<file path="src/rtl/load_store_unit.sv">
// rtl/load_store_unit.sv - MEM-stage load/store unit with req/ack data-memory handshake
module load_store_unit #(
  parameter int ADDR_W = 32
) (
  input  logic              clk,
  input  logic              rst_n,
  input  logic              req_valid,
  input  logic              mem_to_reg,
  input  logic              mem_write,
  input  logic [2:0]        load_type,
  input  logic [1:0]        store_type,
  input  logic [ADDR_W-1:0] addr_in,
  input  logic [31:0]       wdata_in,
  input  logic [4:0]        rd_in,
  output logic              stall,
  output logic              dmem_req,
  output logic              dmem_we,
  output logic [ADDR_W-1:0] dmem_addr,
  output logic [3:0]        dmem_be,
  output logic [31:0]       dmem_wdata,
  input  logic              dmem_ack,
  input  logic [31:0]       dmem_rdata,
  output logic              wb_valid,
  output logic [31:0]       wb_data,
  output logic [4:0]        wb_rd,
  output logic              misalign
);

  typedef enum logic {IDLE, BUSY} state_e;

  state_e            state_q, state_d;
  logic              op, aligned, accept;
  logic [1:0]        size;
  logic [3:0]        be_d;
  logic [31:0]       wdata_d, ext_data;
  logic [7:0]        rbyte;
  logic [15:0]       rhalf;
  logic              we_q;
  logic [ADDR_W-1:0] addr_q;
  logic [3:0]        be_q;
  logic [31:0]       wdata_q, wb_data_q;
  logic [2:0]        lt_q;
  logic [1:0]        off_q;
  logic [4:0]        rd_q, wb_rd_q;
  logic              wb_valid_q, misalign_q;

  // size: 0 byte, 1 half, 2 word; a store wins when both decode bits are set
  always_comb begin
    op = req_valid & (mem_to_reg | mem_write);
    if (mem_write) begin
      case (store_type)
        2'd0:    size = 2'd0;
        2'd1:    size = 2'd1;
        default: size = 2'd2;
      endcase
    end else begin
      case (load_type)
        3'd0, 3'd1: size = 2'd0;
        3'd2, 3'd3: size = 2'd1;
        default:    size = 2'd2;
      endcase
    end
    case (size)
      2'd0:    aligned = 1'b1;
      2'd1:    aligned = ~addr_in[0];
      default: aligned = (addr_in[1:0] == 2'b00);
    endcase
    accept = (state_q == IDLE) & op & aligned;
  end

  always_ff @(posedge clk or negedge rst_n) begin
    if (!rst_n) state_q <= IDLE;
    else        state_q <= state_d;
  end

  always_comb begin
    state_d = state_q;
    case (state_q)
      IDLE:    if (accept) state_d = BUSY;
      BUSY:    if (dmem_ack) state_d = IDLE;
      default: state_d = IDLE;
    endcase
  end

  always_comb begin
    stall = rst_n & ((state_q == IDLE) ? accept : ~dmem_ack);
    be_d    = 4'b1111;
    wdata_d = wdata_in;
    if (mem_write) begin
      case (size)
        2'd0: begin
          be_d    = 4'b0001 << addr_in[1:0];
          wdata_d = {4{wdata_in[7:0]}};
        end
        2'd1: begin
          be_d    = addr_in[1] ? 4'b1100 : 4'b0011;
          wdata_d = {2{wdata_in[15:0]}};
        end
        default: ;
      endcase
    end
    case (off_q)
      2'd0:    rbyte = dmem_rdata[7:0];
      2'd1:    rbyte = dmem_rdata[15:8];
      2'd2:    rbyte = dmem_rdata[23:16];
      default: rbyte = dmem_rdata[31:24];
    endcase
    rhalf = off_q[1] ? dmem_rdata[31:16] : dmem_rdata[15:0];
    case (lt_q)
      3'd0:    ext_data = {{24{rbyte[7]}}, rbyte};
      3'd1:    ext_data = {24'd0, rbyte};
      3'd2:    ext_data = {{16{rhalf[15]}}, rhalf};
      3'd3:    ext_data = {16'd0, rhalf};
      default: ext_data = dmem_rdata;
    endcase
  end

  always_ff @(posedge clk or negedge rst_n) begin
    if (!rst_n) begin
      we_q       <= 1'b0;
      addr_q     <= '0;
      be_q       <= 4'b0000;
      wdata_q    <= 32'd0;
      lt_q       <= 3'd0;
      off_q      <= 2'd0;
      rd_q       <= 5'd0;
      wb_valid_q <= 1'b0;
      wb_data_q  <= 32'd0;
      wb_rd_q    <= 5'd0;
      misalign_q <= 1'b0;
    end else begin
      if (accept) begin
        we_q    <= mem_write;
        addr_q  <= {addr_in[ADDR_W-1:2], 2'b00};
        be_q    <= be_d;
        wdata_q <= wdata_d;
        lt_q    <= load_type;
        off_q   <= addr_in[1:0];
        rd_q    <= rd_in;
      end
      wb_valid_q <= (state_q == BUSY) & dmem_ack & ~we_q;
      if ((state_q == BUSY) & dmem_ack & ~we_q) begin
        wb_data_q <= ext_data;
        wb_rd_q   <= rd_q;
      end
      misalign_q <= (state_q == IDLE) & op & ~aligned;
    end
  end

  assign dmem_req   = (state_q == BUSY);
  assign dmem_we    = we_q;
  assign dmem_addr  = addr_q;
  assign dmem_be    = be_q;
  assign dmem_wdata = wdata_q;
  assign wb_valid   = wb_valid_q;
  assign wb_data    = wb_data_q;
  assign wb_rd      = wb_rd_q;
  assign misalign   = misalign_q;

endmodule

</file>
<file path="config.mk">
export PLATFORM = sky130hd
export DESIGN_NAME = load_store_unit
export DESIGN_NICKNAME = d
export VERILOG_FILES = /design/src/rtl/load_store_unit.sv
export SDC_FILE = /design/constraint.sdc
export NUM_CORES = 1
export LEC_CHECK = 0
export CAP_MARGIN = 20
export CORE_AREA = 4 4 123 125
export DETAILED_ROUTE_END_ITERATION = 10
export DIE_AREA = 0 0 127 129
export GPL_ROUTABILITY_DRIVEN = 0
export PLACE_DENSITY = 0.79
export SLEW_MARGIN = 5
export SYNTH_ARGS = -nofsm -noshare
export SYNTH_HDL_FRONTEND = slang
export SYNTH_SLANG_ARGS = --single-unit
export TNS_END_PERCENT = 1
</file>
<file path="constraint.sdc">
create_clock -name clk -period 3.59 [get_ports clk]
set_clock_uncertainty 0.2 [all_clocks]
set_input_delay 0.718 -clock clk [delete_from_list [all_inputs] [get_ports clk]]
set_output_delay 0.718 -clock clk [all_outputs]
set_load 0.05 [all_outputs]
</file>
* Word level (Yosys, flattened, before mapping) *
Index checks and enable logic that the tools add are counted.

cells by class
  equal/unequal tests = 10
  shifts and indexed selects = 1
  bitwise logic cells = 13
  reductions and logical operators = 8
  muxes and demuxes = 16

operator list
  kind                                                                   count
  32-bit one-hot mux with 4 select lines                                 1
  32-bit one-hot mux with 2 select lines                                 1
  32-bit 2-to-1 mux                                                      1
  8-bit one-hot mux with 3 select lines                                  1
  16-bit 2-to-1 mux                                                      1
  3-bit by 2-bit equality test with 1-bit output, second input constant  4
  2-bit logical NOT                                                      4
  4-bit 2-to-1 mux                                                       2
  2-bit one-hot mux with 2 select lines                                  2
  4-bit one-hot mux with 2 select lines                                  1
  1-bit AND                                                              7
  2-bit by 1-bit equality test with 1-bit output, second input constant  3
  3-bit by 1-bit equality test with 1-bit output, second input constant  2
  3-bit logical NOT                                                      2
  1-bit NOT                                                              5
  1-bit one-hot mux with 2 select lines                                  2
  2-bit OR reduction                                                     2
  1-bit by 2-bit left shift with 4-bit output, first input constant      1
  1-bit 2-to-1 mux                                                       3
  2-bit equality test, second input constant                             1
  2-bit 2-to-1 mux                                                       1
  1-bit bitwise OR                                                       1

word-level totals
  bits of input ports = 112
  logic and storage cells = 60
  bits in registers = 117

* Longest topological paths before layout *
Gate-level depths: netlist (run 1).

  depth after elaboration = 9
  mapped depth = 9
  mapped depth without buffers = 4

* Worst setup path before layout (run 1) *
No wires, ideal clock.

  path type = input-to-output
  start = in mem_write
  end = out stall
  stages = 7
  arrival = 2.869 ns
  buffers on the path = 4
  path slack = -0.197 ns
  cell sequence = buf_4 -> o32a_1 -> a21o_1 -> buf_6 -> buf_6 -> buf_6 -> a21boi_0

on the way
  longest elaborated chain between the ends = 6
  elaborated cells between the ends (all ways) = 10
  those cells by class = eq/ne (1); mux (3); bitwise (5); reduce/logical (1)

RTL lines
  item                                                                          RTL line  source
  start: declaration                                                            9         input logic mem_write,
  2-bit 2-to-1 mux or 1-bit bitwise OR (tied branches)                          50, 49
  2-bit by 1-bit equality test with 1-bit output, or another cell as far along  63        case (size)
  1-bit one-hot mux with 2 select lines or 1-bit AND (tied branches)            63, 68
  1-bit AND *                                                                   68        accept = (state_q == IDLE) & op & aligned;
  1-bit 2-to-1 mux *                                                            86        stall = rst_n & ((state_q == IDLE) ? accept : ~dmem_ack);
  1-bit AND *                                                                   86
  end: declaration                                                              15        output logic stall,

Mark *: on every way between the ends. The rest lies on a longest branch, timed or not.

* Worst setup path in the final report (run 1) *
Same ends and word-level chain as after synthesis.

==> results by group, run 1 <==
Die
  • Number of top-level pins: 222
  • Die Width: 127 um
  • Die height: 129 um
  • Starting utilization of the core area: 39.55%
  • Area of the placeable core: 13880 um2
  • Area enclosed by the die boundary: 16380 um2
  • Std cell rows: 43

Hold path
  • Tightest Hold Check Type: reg -> reg

Critical path
  • Type of element capturing the critical path: primary output
  • Type of element launching the critical path: input port
  • Required time of the worst setup path: 2.67 ns
  • Critical path fanouts, max: 8
  • Critical Path AT: 2.35 ns
  • WS Path Type: in -> out

Synth
  • Mux contribution to synthesized area: 14.47%
  • Warnings, synthesis: 0
  • FF+latch count, synth: 117
  • Cell types with the largest area share after synthesis: sky130_fd_sc_hd__dfrtp_1 53%, sky130_fd_sc_hd__mux2_2 13%, sky130_fd_sc_hd__nand2_1 6.8%
  • Most used flip-flop cell after synthesis: sky130_fd_sc_hd__dfrtp_1
  • Share of the synthesized area in compound gates (AO/OA/AOI/OAI): 12.56%
  • Count of distinct cell types in the synthesized netlist: 44
  • XOR/XNOR share of the synthesized area: 0%
  • Combinational family with the most area after synthesis: simple AND/OR/NAND/NOR gates
  • Per-instance average area after synthesis: 10.44 um2
  • Biggest area consumer among synthesized cells: sky130_fd_sc_hd__dfrtp_1
  • Area share of the largest cell type after synthesis: 53.33%
  • Post-synthesis cell area: 5490 um2
  • Sequential-to-total area share from yosys stat: 53.33%
  • Gate Count Post-Synth: 526
  • Adder-Cell Fraction of Synth Area: 0%
  • Area share of and/or/nand/nor cells after synthesis: 14.88%
  • Async set or reset register ratio after synthesis: 100.0%
  • Count of flip-flops with a built-in enable after synthesis: 0

Route
  • Total Wirelength: 17590 um
  • Number of design-rule violations left by the first detailed-router iteration: 542
  • Count of vias placed by the detailed router: 4953
  • Post-DR wirelength/cell: 18.98 um
  • Avg Vias per Cell: 5.343
  • 1st-pass router iterations: 5
  • DRC errors left: 0
  • DRT antenna net count: 0

Clocking
  • Sinks on the clock net: 117
  • Clock H-tree levels: 4
  • Clk_lat worst skew: 0.40 ns
  • TritonCTS clock tree: done
  • Setup fix buffers added after clock tree synthesis: 0
  • Clock transition time at the flip-flop clock pins of the worst setup and hold paths: 0.05 ns
  • Clock root buffer master: sky130_fd_sc_hd__clkbuf_16
  • Clock Path Buffers: 2
  • Number of buffers inserted during clock tree synthesis: 17
  • Number of hold buffers added after cts: 0
  • Number of instances resized during post-cts repair: 0

STA
  • Actual slew at the worst max-slew pin: 0.8337 ns
  • Sum of negative setup slack: 0 ns
  • Period Utilization, post-route: 91.17%
  • Max Clk Rate: 305.5 MHz
  • Fin. max-slew vios: 0
  • Final Hold Vio Count: 0
  • Setup violation total in the final timing report: 0
  • Worst slew margin: 44.42%
  • Min cycle time layout: 3.273 ns
  • Setup repair after global routing missed its margin: no
  • Tightest hold margin: 0.2773 ns

Pwr
  • Sequential power share: 29.6%
  • Net Switching: 0.003071 W
  • Worst vdd ir: 461.9 uV
  • Fraction of power spent switching nets: 43.13%
  • Leakage: 3.711 nW
  • Part of the total power dissipated in the clock network: 23.4%
  • Power density over the cells: 848.5 nW/um2
  • Cell Int Power: 0.004050 W
  • Combinational share of power: 47.1%

Place
  • HPWL reported at the end of detailed placement: 12820 um
  • Quantity of I/O buffers inserted on ports: 219
  • Total placed instance area: 7804 um2

GRT
  • Global-route wire length before repair: 27900 um
  • Overflow after GRT: 0
  • Vias in the first global route: 5245
  • GRT Resource Usage Total: 21.65%
  • Largest net degree at the start of global routing: 79
  • Antenna violations before repair: 0

Finish
  • P&R area growth vs syn: 52.85%
  • Number of nets in the layout: 846
  • Most frequent cells in the layout: 217 x sky130_fd_sc_hd__clkdlybuf4s50_1, 117 x sky130_fd_sc_hd__dfrtp_1, 100 x sky130_fd_sc_hd__nand2_1
  • Most frequent standard cell in the layout excluding fill and tap cells: sky130_fd_sc_hd__clkdlybuf4s50_1
  • Share of the core filled with cells: 60.46%
  • Antenna Diode Count: 0
  • Non-Filler Cell Area, Final: 8392 um2
  • Fill cells: 1146
  • Ratio of cells with drive above 1 in the final layout: 15.13%

Flow run
  • Maximum Capacitance Violations: 0

Run status
  • Outcome: completed
state kept, by name (all words and copies together), names as in the netlist, 2 cells and up:
| signal | count |
|---|---|
| wb_data | 32 |
| dmem_be | 4 |
| dmem_wdata | 32 |
| lt_q | 3 |
| dmem_addr | 30 |
| wb_rd | 5 |
| rd_q | 5 |
| off_q | 2 |
critical path: stages:
cell                              delay, ns
sky130_fd_sc_hd__clkdlybuf4s50_1       0.55
sky130_fd_sc_hd__o32a_1                0.44
sky130_fd_sc_hd__a21o_4                0.23
sky130_fd_sc_hd__a21boi_1              0.18
sky130_fd_sc_hd__buf_4                 0.24
metal layers:
| layer | vias to the layer above | part of all wire (%) | global-route usage, % |
|---|---|---|---|
| met1 | 2377 | 39 | 25.68 |
| met2 | 275 | 47 | 34.62 |
| met3 | 41 | 12 | 9.340 |
| li1 | 2260 | - | - |
| met4 | 0 | 2.8 | 9.148 |
| met5 | - | 0 | 0 |
layout make-up:
class | instances | area, um2 | share of cell area (%)
Multi-Input combinational cell | 355 | 2316 | 27.60
Clock buffer | 23 | 488.0 | 5.815
Clock inverter | 9 | 100.1 | 1.193
Timing Repair Buffer | 231 | 2290 | 27.28
Inverter | 12 | 45.04 | 0.5368
Tap cell | 180 | 225.2 | 2.684
Sequential cell | 117 | 2928 | 34.89
power by group through the flow:
stage | Sequential (W) | Clock, W | Combinational [W]
after CTS | 0.00210 | 0.00170 | 0.00337
final | 0.00211 | 0.00166 | 0.00335
after floorplan | 0.00350 | 0 | 0.000706
after detailed placement | 0.00212 | 0 | 0.00335
after global routing | 0.00216 | 0.00176 | 0.00351
after global placement | 0.00209 | 0 | 0.00331
final timing paths:
check	start	slack, ns	end	cells after the start
setup / recovery	mem_write	0.32	stall	5
hold / removal	wb_data[4]$_DFFE_PN0P_	0.28	wb_data[4]$_DFFE_PN0P_	2
setup reg to reg	off_q[1]$_DFFE_PN0P_	1.15	wb_data[1]$_DFFE_PN0P_	4
hold reg to reg	wb_data[4]$_DFFE_PN0P_	0.28	wb_data[4]$_DFFE_PN0P_	2
max in group asynchronous	rst_n	2.29	dmem_be[0]$_DFFE_PN0P_	2
min in group asynchronous	rst_n	0.29	wb_data[10]$_DFFE_PN0P_	2
through the flow:
step	cells	total power, W	worst slack [ns]
4_1_cts	927	0.007172	0.3079
5_1_grt	927	0.007432	0.2438
6_report	927	0.007121	0.3171
2_1_floorplan	527	0.004202	0.1930
3_5_place_dp	895	0.005472	0.3149
3_3_place_gp	895	0.005401	0.3307
cell usage after synthesis, types with 2 or more instances:
| cell type | instances |
|---|---|
| sky130_fd_sc_hd__a31oi_1 | 2 |
| sky130_fd_sc_hd__buf_1 | 3 |
| sky130_fd_sc_hd__nand3b_1 | 2 |
| sky130_fd_sc_hd__and3b_1 | 9 |
| sky130_fd_sc_hd__clkbuf_1 | 22 |
| sky130_fd_sc_hd__buf_4 | 4 |
| sky130_fd_sc_hd__nand4_1 | 6 |
| sky130_fd_sc_hd__buf_6 | 3 |
| sky130_fd_sc_hd__nand2_1 | 100 |
| sky130_fd_sc_hd__o22ai_1 | 6 |
| sky130_fd_sc_hd__or3_1 | 6 |
| sky130_fd_sc_hd__o21ai_0 | 25 |
| sky130_fd_sc_hd__mux2_2 | 65 |
| sky130_fd_sc_hd__buf_2 | 11 |
| sky130_fd_sc_hd__nand2b_1 | 4 |
| sky130_fd_sc_hd__a211o_1 | 18 |
| sky130_fd_sc_hd__a21oi_1 | 30 |
| sky130_fd_sc_hd__nor3_1 | 2 |
| sky130_fd_sc_hd__nor2b_1 | 2 |
| sky130_fd_sc_hd__nor2_1 | 7 |
| sky130_fd_sc_hd__mux2i_1 | 4 |
| sky130_fd_sc_hd__inv_1 | 11 |
| sky130_fd_sc_hd__a211oi_1 | 13 |
| sky130_fd_sc_hd__dfrtp_1 | 117 |
| sky130_fd_sc_hd__nand3_1 | 35 |
cells by family (layout without fill, tap and decap cells):
| kind of cell | count (synthesis) | in the layout |
|---|---|---|
| other cells | 1 | 2 |
| buf+inv | 55 | 275 |
| simple gates | 176 | 176 |
| compound gates | 107 | 107 |
| mux | 70 | 70 |
| flops | 117 | 117 |
Power figures use the tool's default switching activity.
==> run 2: changes to the inputs <==
Clock period 3.59 ns to 4.03 ns, I/O delays scaled along.
==> run 2 against run 1 <==
Compared with the run above: routed wire length is 1.9% lower; register-to-register slack better by 0.39 ns; non-clock buffer count down 1; power fell by 11%; combinational power fell by 12%; critical endpoint unchanged; largest power group unchanged; setup slack better by 0.28 ns; die area unchanged; design area down 0.36%; via count down 0.75%; critical path type unchanged; cell count decreased by 0.22%.
==> results by group, run 2 (synthesis gave the netlist of run 1 again) <==
Run status
  • Outcome: completed

Flow run
  • Maximum Capacitance Violations: 0 (unchanged)

Die
  • Starting utilization of the core area: 39.55% (unchanged)
  • Die height: 129 um (unchanged)
  • Area enclosed by the die boundary: 16380 um2 (unchanged)
  • Number of top-level pins: 222 (unchanged)
  • Die Width: 127 um (unchanged)
  • Area of the placeable core: 13880 um2 (unchanged)
  • Std cell rows: 43 (unchanged)

Hold path
  • Hold Crit Depth: 2 (unchanged)
  • Tightest Hold Check Type: reg -> reg

Clocking
  • Sinks on the clock net: 117 (unchanged)
  • Clk_lat worst skew: 0.41 ns (about the same)
  • Clock Path Buffers: 2 (unchanged)
  • Number of hold buffers added after cts: 0 (unchanged)
  • TritonCTS clock tree: done
  • Clock H-tree levels: 4 (unchanged)
  • Number of instances resized during post-cts repair: 0 (unchanged)
  • Number of buffers inserted during clock tree synthesis: 17 (unchanged)
  • Clock transition time at the flip-flop clock pins of the worst setup and hold paths: 0.05 ns (about the same)
  • Clock root buffer master: sky130_fd_sc_hd__clkbuf_16
  • Setup fix buffers added after clock tree synthesis: 0 (unchanged)

Critical path
  • Sum of buffers and inverters on the critical path: 2 (unchanged)
  • Number of stages on the worst setup path: 5 (unchanged)
  • Type of element capturing the critical path: primary output
  • Setup slack of the most critical reg-to-reg path: 1.54 ns (+0.39 ns)
  • Worst path top cell family by delay: compound AO/OA/AOI/OAI gates
  • Required time of the worst setup path: 3.02 ns (+0.35 ns)
  • Cell Chain, Critical Path: clkdlybuf4s50_1, o32a_1, a21o_4, a21boi_0, buf_4
  • Number of cell instances on the worst register-to-register path: 5 (+1)
  • Slowest stage cell, crit path: sky130_fd_sc_hd__clkdlybuf4s50_1
  • Critical path's largest stage delay: 0.51 ns (-0.04 ns)
  • Critical path fanouts, max: 5 (-3)
  • Critical Path AT: 2.42 ns (+0.07 ns)
  • Type of element launching the critical path: input port
  • WS Path Type: in -> out

Route
  • Post-DR wirelength/cell: 18.66 um (-1.7%)
  • Count of vias placed by the detailed router: 4916 (-0.75%)
  • 1st-pass router iterations: 5 (unchanged)
  • Total Wirelength: 17260 um (-1.9%)
  • DRC errors left: 0 (unchanged)
  • DRT antenna net count: 0 (unchanged)
  • Avg Vias per Cell: 5.315 (-0.53%)
  • Number of design-rule violations left by the first detailed-router iteration: 391 (-28%)

Finish
  • P&R area growth vs syn: 52.30%
  • Antenna Diode Count: 0 (unchanged)
  • Ratio of cells with drive above 1 in the final layout: 14.09% (-1.0 points)
  • Share of the core filled with cells: 60.24% (-0.22 points)
  • Most frequent cells in the layout: 217 x sky130_fd_sc_hd__clkdlybuf4s50_1, 117 x sky130_fd_sc_hd__dfrtp_1, 100 x sky130_fd_sc_hd__nand2_1
  • Number of nets in the layout: 845 (-0.12%)
  • Most frequent standard cell in the layout excluding fill and tap cells: sky130_fd_sc_hd__clkdlybuf4s50_1

STA
  • Sum of negative setup slack: 0 ns (unchanged)
  • Min cycle time layout: 3.430 ns
  • Worst slew margin: 33.36% (-11 points)
  • Fin. max-slew vios: 0 (unchanged)
  • Setup repair after global routing missed its margin: no
  • Max Clk Rate: 291.5 MHz
  • Period Utilization, post-route: 85.12%
  • Setup violation total in the final timing report: 0 (unchanged)
  • Actual slew at the worst max-slew pin: 0.9996 ns (+0.1659 ns)
  • Final Hold Vio Count: 0 (unchanged)

Pwr
  • Worst vdd ir: 497.3 uV (+7.7%)
  • Cell Int Power: 0.003637 W (-10%)
  • Fraction of power spent switching nets: 42.52% (-0.61 points)
  • Sequential power share: 29.6% (about the same)
  • Part of the total power dissipated in the clock network: 23.6% (+0.2 points)
  • Combinational share of power: 46.8% (-0.3 points)
  • Power density over the cells: 756.6 nW/um2 (-11%)
  • Net Switching: 0.002690 W (-12%)
  • Leakage: 3.691 nW (-0.56%)

Place
  • HPWL reported at the end of detailed placement: 12580 um (-1.8%)
  • Quantity of I/O buffers inserted on ports: 219 (unchanged)

GRT
  • Antenna violations before repair: 0 (unchanged)
  • Overflow after GRT: 0 (unchanged)
  • Largest net degree at the start of global routing: 79 (unchanged)
  • Vias in the first global route: 5242 (-0.057%)
  • GRT Resource Usage Total: 21.38% (-0.27 points)
  • Global-route wire length before repair: 27410 um (-1.7%)
==> run 2: final cells by class <==
class                      instances  area, um2
clock buffer                      27      483.0
clock inverter                     4      95.09
fill                            1136       5519
inverter                          12      45.04
multi-input combinational        355       2316
sequential                       117       2928
tap                              180      225.2
timing repair buffer             230       2270
==> run 2: path summary, 6_finish.rpt <==
| path | startpoint | end |
|---|---|---|
| max | load_type[2] | stall |
| min | rd_q[0]$_DFFE_PN0P_ | wb_rd[0]$_DFFE_PN0P_ |
| max reg2reg | dmem_req$_DFF_PN0_ | lt_q[0]$_DFFE_PN0P_ |
| min reg2reg | rd_q[0]$_DFFE_PN0P_ | wb_rd[0]$_DFFE_PN0P_ |
| max in group asynchronous | rst_n | dmem_be[1]$_DFFE_PN0P_ |
| min in group asynchronous | rst_n | wb_data[2]$_DFFE_PN0P_ |
==> run 2: stage by stage <==
step / cell area [um2] / setup slack [ns] / hold WS [ns] / cells / power (W)
final: 8362 / 0.5998 / 0.2623 / 925 / 0.006326
after global routing: 8362 / 0.5411 / 0.2923 / 925 / 0.006613
after global placement: 7784 / 0.5812 / 0.2451 / 894 / 0.004797
after floorplan: 5494 / 0.06726 / 0.2331 / 527 / 0.003743
after CTS: 8362 / 0.5914 / 0.2631 / 925 / 0.006387
after detailed placement: 7784 / 0.5960 / 0.2486 / 894 / 0.004859
==> run 2: power by group through the flow <==
stage / registers (W) / logic, W / clock network, W
2_1_floorplan: 0.00311 / 0.000629 / 0
4_1_cts: 0.00187 / 0.00298 / 0.00153
6_report: 0.00187 / 0.00296 / 0.00149
3_5_place_dp: 0.00189 / 0.00297 / 0
5_1_grt: 0.00193 / 0.00310 / 0.00158
3_3_place_gp: 0.00186 / 0.00293 / 0
==> run 2: worst min-delay path, cell delays in order (launching register included) <==
cell and delay, ns:
sky130_fd_sc_hd__dfrtp_1 0.34, sky130_fd_sc_hd__nand2_1 0.05, sky130_fd_sc_hd__nand2_1 0.05
==> run 2: routing by layer <==
metal | global-route usage (%) | part of all wire [%] | routed length [um]
met1 | 24.47 | 38 | 6615
met2 | 35.31 | 48 | 8222
met3 | 10.05 | 12 | 2106
met4 | 7.634 | 1.8 | 319
met5 | 0 | 0 | 0
==> run 3: changes to the inputs <==
Settings changed: REMOVE_ABC_BUFFERS from default to 1.
==> run 3 against run 2 <==
Compared with the run above: power barely moved; critical path depth did not move; register-to-register slack got worse by 0.17 ns.
==> results by group, run 3 (synthesis gave the netlist of run 1 again) <==
Pwr
  • Worst vdd ir: 425.8 uV (-14%)
  • Overall power: 0.006323 W (about the same)
  • Power density over the cells: 755.3 nW/um2 (-0.16%)
  • Leakage: 3.700 nW (+0.25%)

Clocking
  • Number of buffers inserted during clock tree synthesis: 17 (unchanged)
  • TritonCTS clock tree: done
  • Number of instances resized during post-cts repair: 0 (unchanged)
  • Sinks on the clock net: 117 (unchanged)
  • Clock root buffer master: sky130_fd_sc_hd__clkbuf_16
  • Number of hold buffers added after cts: 0 (unchanged)
  • Clk_lat worst skew: 0.40 ns (about the same)
  • Setup fix buffers added after clock tree synthesis: 0 (unchanged)
  • Clock H-tree levels: 4 (unchanged)
  • Clock Path Buffers: 2 (unchanged)
  • Clock transition time at the flip-flop clock pins of the worst setup and hold paths: 0.06 ns (about the same)

Die
  • Starting utilization of the core area: 39.55% (unchanged)
  • Die Width: 127 um (unchanged)
  • Number of top-level pins: 222 (unchanged)
  • Area of the placeable core: 13880 um2 (unchanged)
  • Area enclosed by the die boundary: 16380 um2 (unchanged)
  • Die height: 129 um (unchanged)
  • Std cell rows: 43 (unchanged)

Critical path
  • Worst path top cell family by delay: compound AO/OA/AOI/OAI gates
  • WS Path Type: in -> out
  • Critical path's largest stage delay: 0.58 ns (+0.07 ns)
  • Launch instance of the worst register-to-register path: off_q[1]$_DFFE_PN0P_
  • Sum of buffers and inverters on the critical path: 2 (unchanged)
  • Type of element capturing the critical path: primary output
  • Critical Path AT: 2.56 ns (+0.14 ns)
  • Cell Chain, Critical Path: clkdlybuf4s50_1, o32a_1, a21o_4, a21boi_0, buf_4
  • Required time of the worst setup path: 3.02 ns (about the same)
  • Slowest stage cell, crit path: sky130_fd_sc_hd__clkdlybuf4s50_1
  • Timing startpoint of the critical path: mem_write
  • Critical path fanouts, max: 10 (+5)
  • Type of element launching the critical path: input port

Finish
  • Antenna Diode Count: 0 (unchanged)
  • Ratio of cells with drive above 1 in the final layout: 15.01% (+0.92 points)
  • Most frequent standard cell in the layout excluding fill and tap cells: sky130_fd_sc_hd__clkdlybuf4s50_1
  • Fill cells: 1151 (+1.3%)
  • Number of nets in the layout: 845 (unchanged)
  • Most frequent cells in the layout: 217 x sky130_fd_sc_hd__clkdlybuf4s50_1, 117 x sky130_fd_sc_hd__dfrtp_1, 100 x sky130_fd_sc_hd__nand2_1
  • P&R area growth vs syn: 52.48%

GRT
  • Vias in the first global route: 5189 (-1.0%)
  • Antenna violations before repair: 0 (unchanged)
  • Global-route wire length before repair: 27100 um (-1.1%)
  • Largest net degree at the start of global routing: 79 (unchanged)
  • Overflow after GRT: 0 (unchanged)
  • GRT Resource Usage Total: 20.91% (-0.47 points)

STA
  • Actual slew at the worst max-slew pin: 0.9888 ns (-0.01080 ns)
  • Worst slew margin: 34.08% (+0.72 points)
  • Period Utilization, post-route: 88.40% (+3.3 points)
  • Min cycle time layout: 3.563 ns (+0.1324 ns)
  • Max Clk Rate: 280.7 MHz (-3.7%)
  • Setup repair after global routing missed its margin: no
  • Final Hold Vio Count: 0 (unchanged)
  • Tightest hold margin: 0.1092 ns (-0.1531 ns)
  • Setup violation total in the final timing report: 0 (unchanged)
  • Fin. max-slew vios: 0 (unchanged)

Route
  • Total Wirelength: 16740 um (-3.1%)
  • Post-DR wirelength/cell: 18.07 um (-3.2%)
  • Avg Vias per Cell: 5.303 (-0.21%)
  • DRT antenna net count: 0 (unchanged)
  • Number of design-rule violations left by the first detailed-router iteration: 300 (-23%)
  • 1st-pass router iterations: 5 (unchanged)
  • Count of vias placed by the detailed router: 4911 (-0.10%)
  • DRC errors left: 0 (unchanged)

Run status
  • Outcome: completed

Hold path
  • Tightest Hold Check Type: in -> async

Place
  • Quantity of I/O buffers inserted on ports: 219 (unchanged)
  • HPWL reported at the end of detailed placement: 11930 um (-5.2%)

Flow run
  • Maximum Capacitance Violations: 0 (unchanged)
==> run 3: worst paths after layout <==
path / end / slack (ns) / cells after the start
setup reg to reg: wb_data[6]$_DFFE_PN0P_ / 1.37 / 4
setup / recovery: stall / 0.47 / 5
hold reg to reg: wb_rd[2]$_DFFE_PN0P_ / 0.26 / 2
hold / removal: dmem_addr[25]$_DFFE_PN0P_ / 0.11 / 1
max in group asynchronous: dmem_be[1]$_DFFE_PN0P_ / 1.95 / 3
min in group clk: wb_rd[2]$_DFFE_PN0P_ / 0.26 / 2
==> run 3: cell type report <==
class | count | area, um2 | area share (%)
Clock inverter | 9 | 100.1 | 1.196
Tap cell | 180 | 225.2 | 2.690
Multi-Input combinational cell | 355 | 2316 | 27.66
Clock buffer | 23 | 488.0 | 5.829
Inverter | 12 | 45.04 | 0.5380
Sequential cell | 117 | 2928 | 34.97
Timing Repair Buffer | 230 | 2270 | 27.11
==> run 3: through the flow <==
| step | setup TNS, ns | area [um2] | setup slack, ns | instances | utilization [%] |
|---|---|---|---|---|---|
| 2_1_floorplan | -16.10 | 5281 | -1.653 | 484 | - |
| 3_3_place_gp | 0 | 7784 | 0.5472 | 894 | 56.08 |
| 3_5_place_dp | 0 | 7784 | 0.5163 | 894 | 56.08 |
| 4_1_cts | 0 | 8372 | 0.5050 | 926 | 60.31 |
| 5_1_grt | 0 | 8372 | 0.3835 | 926 | 60.31 |
| 6_report | 0 | 8372 | 0.4674 | 926 | 60.31 |
==> run 3: power by group <==
group	switching (W)	internal [W]
Clock	0.000515	0.000970
Combinational	0.00193	0.00106
Sequential	0.000274	0.00158
==> run 3: metal layers <==
layer / wire length, um / global-route usage, % / up-vias
met3: 1700 / 8.634 / 28
met2: 8066 / 33.66 / 218
met5: 0 / 0 / -
li1: - / - / 2265
met1: 6550 / 25.03 / 2400
met4: 417 / 8.454 / 0
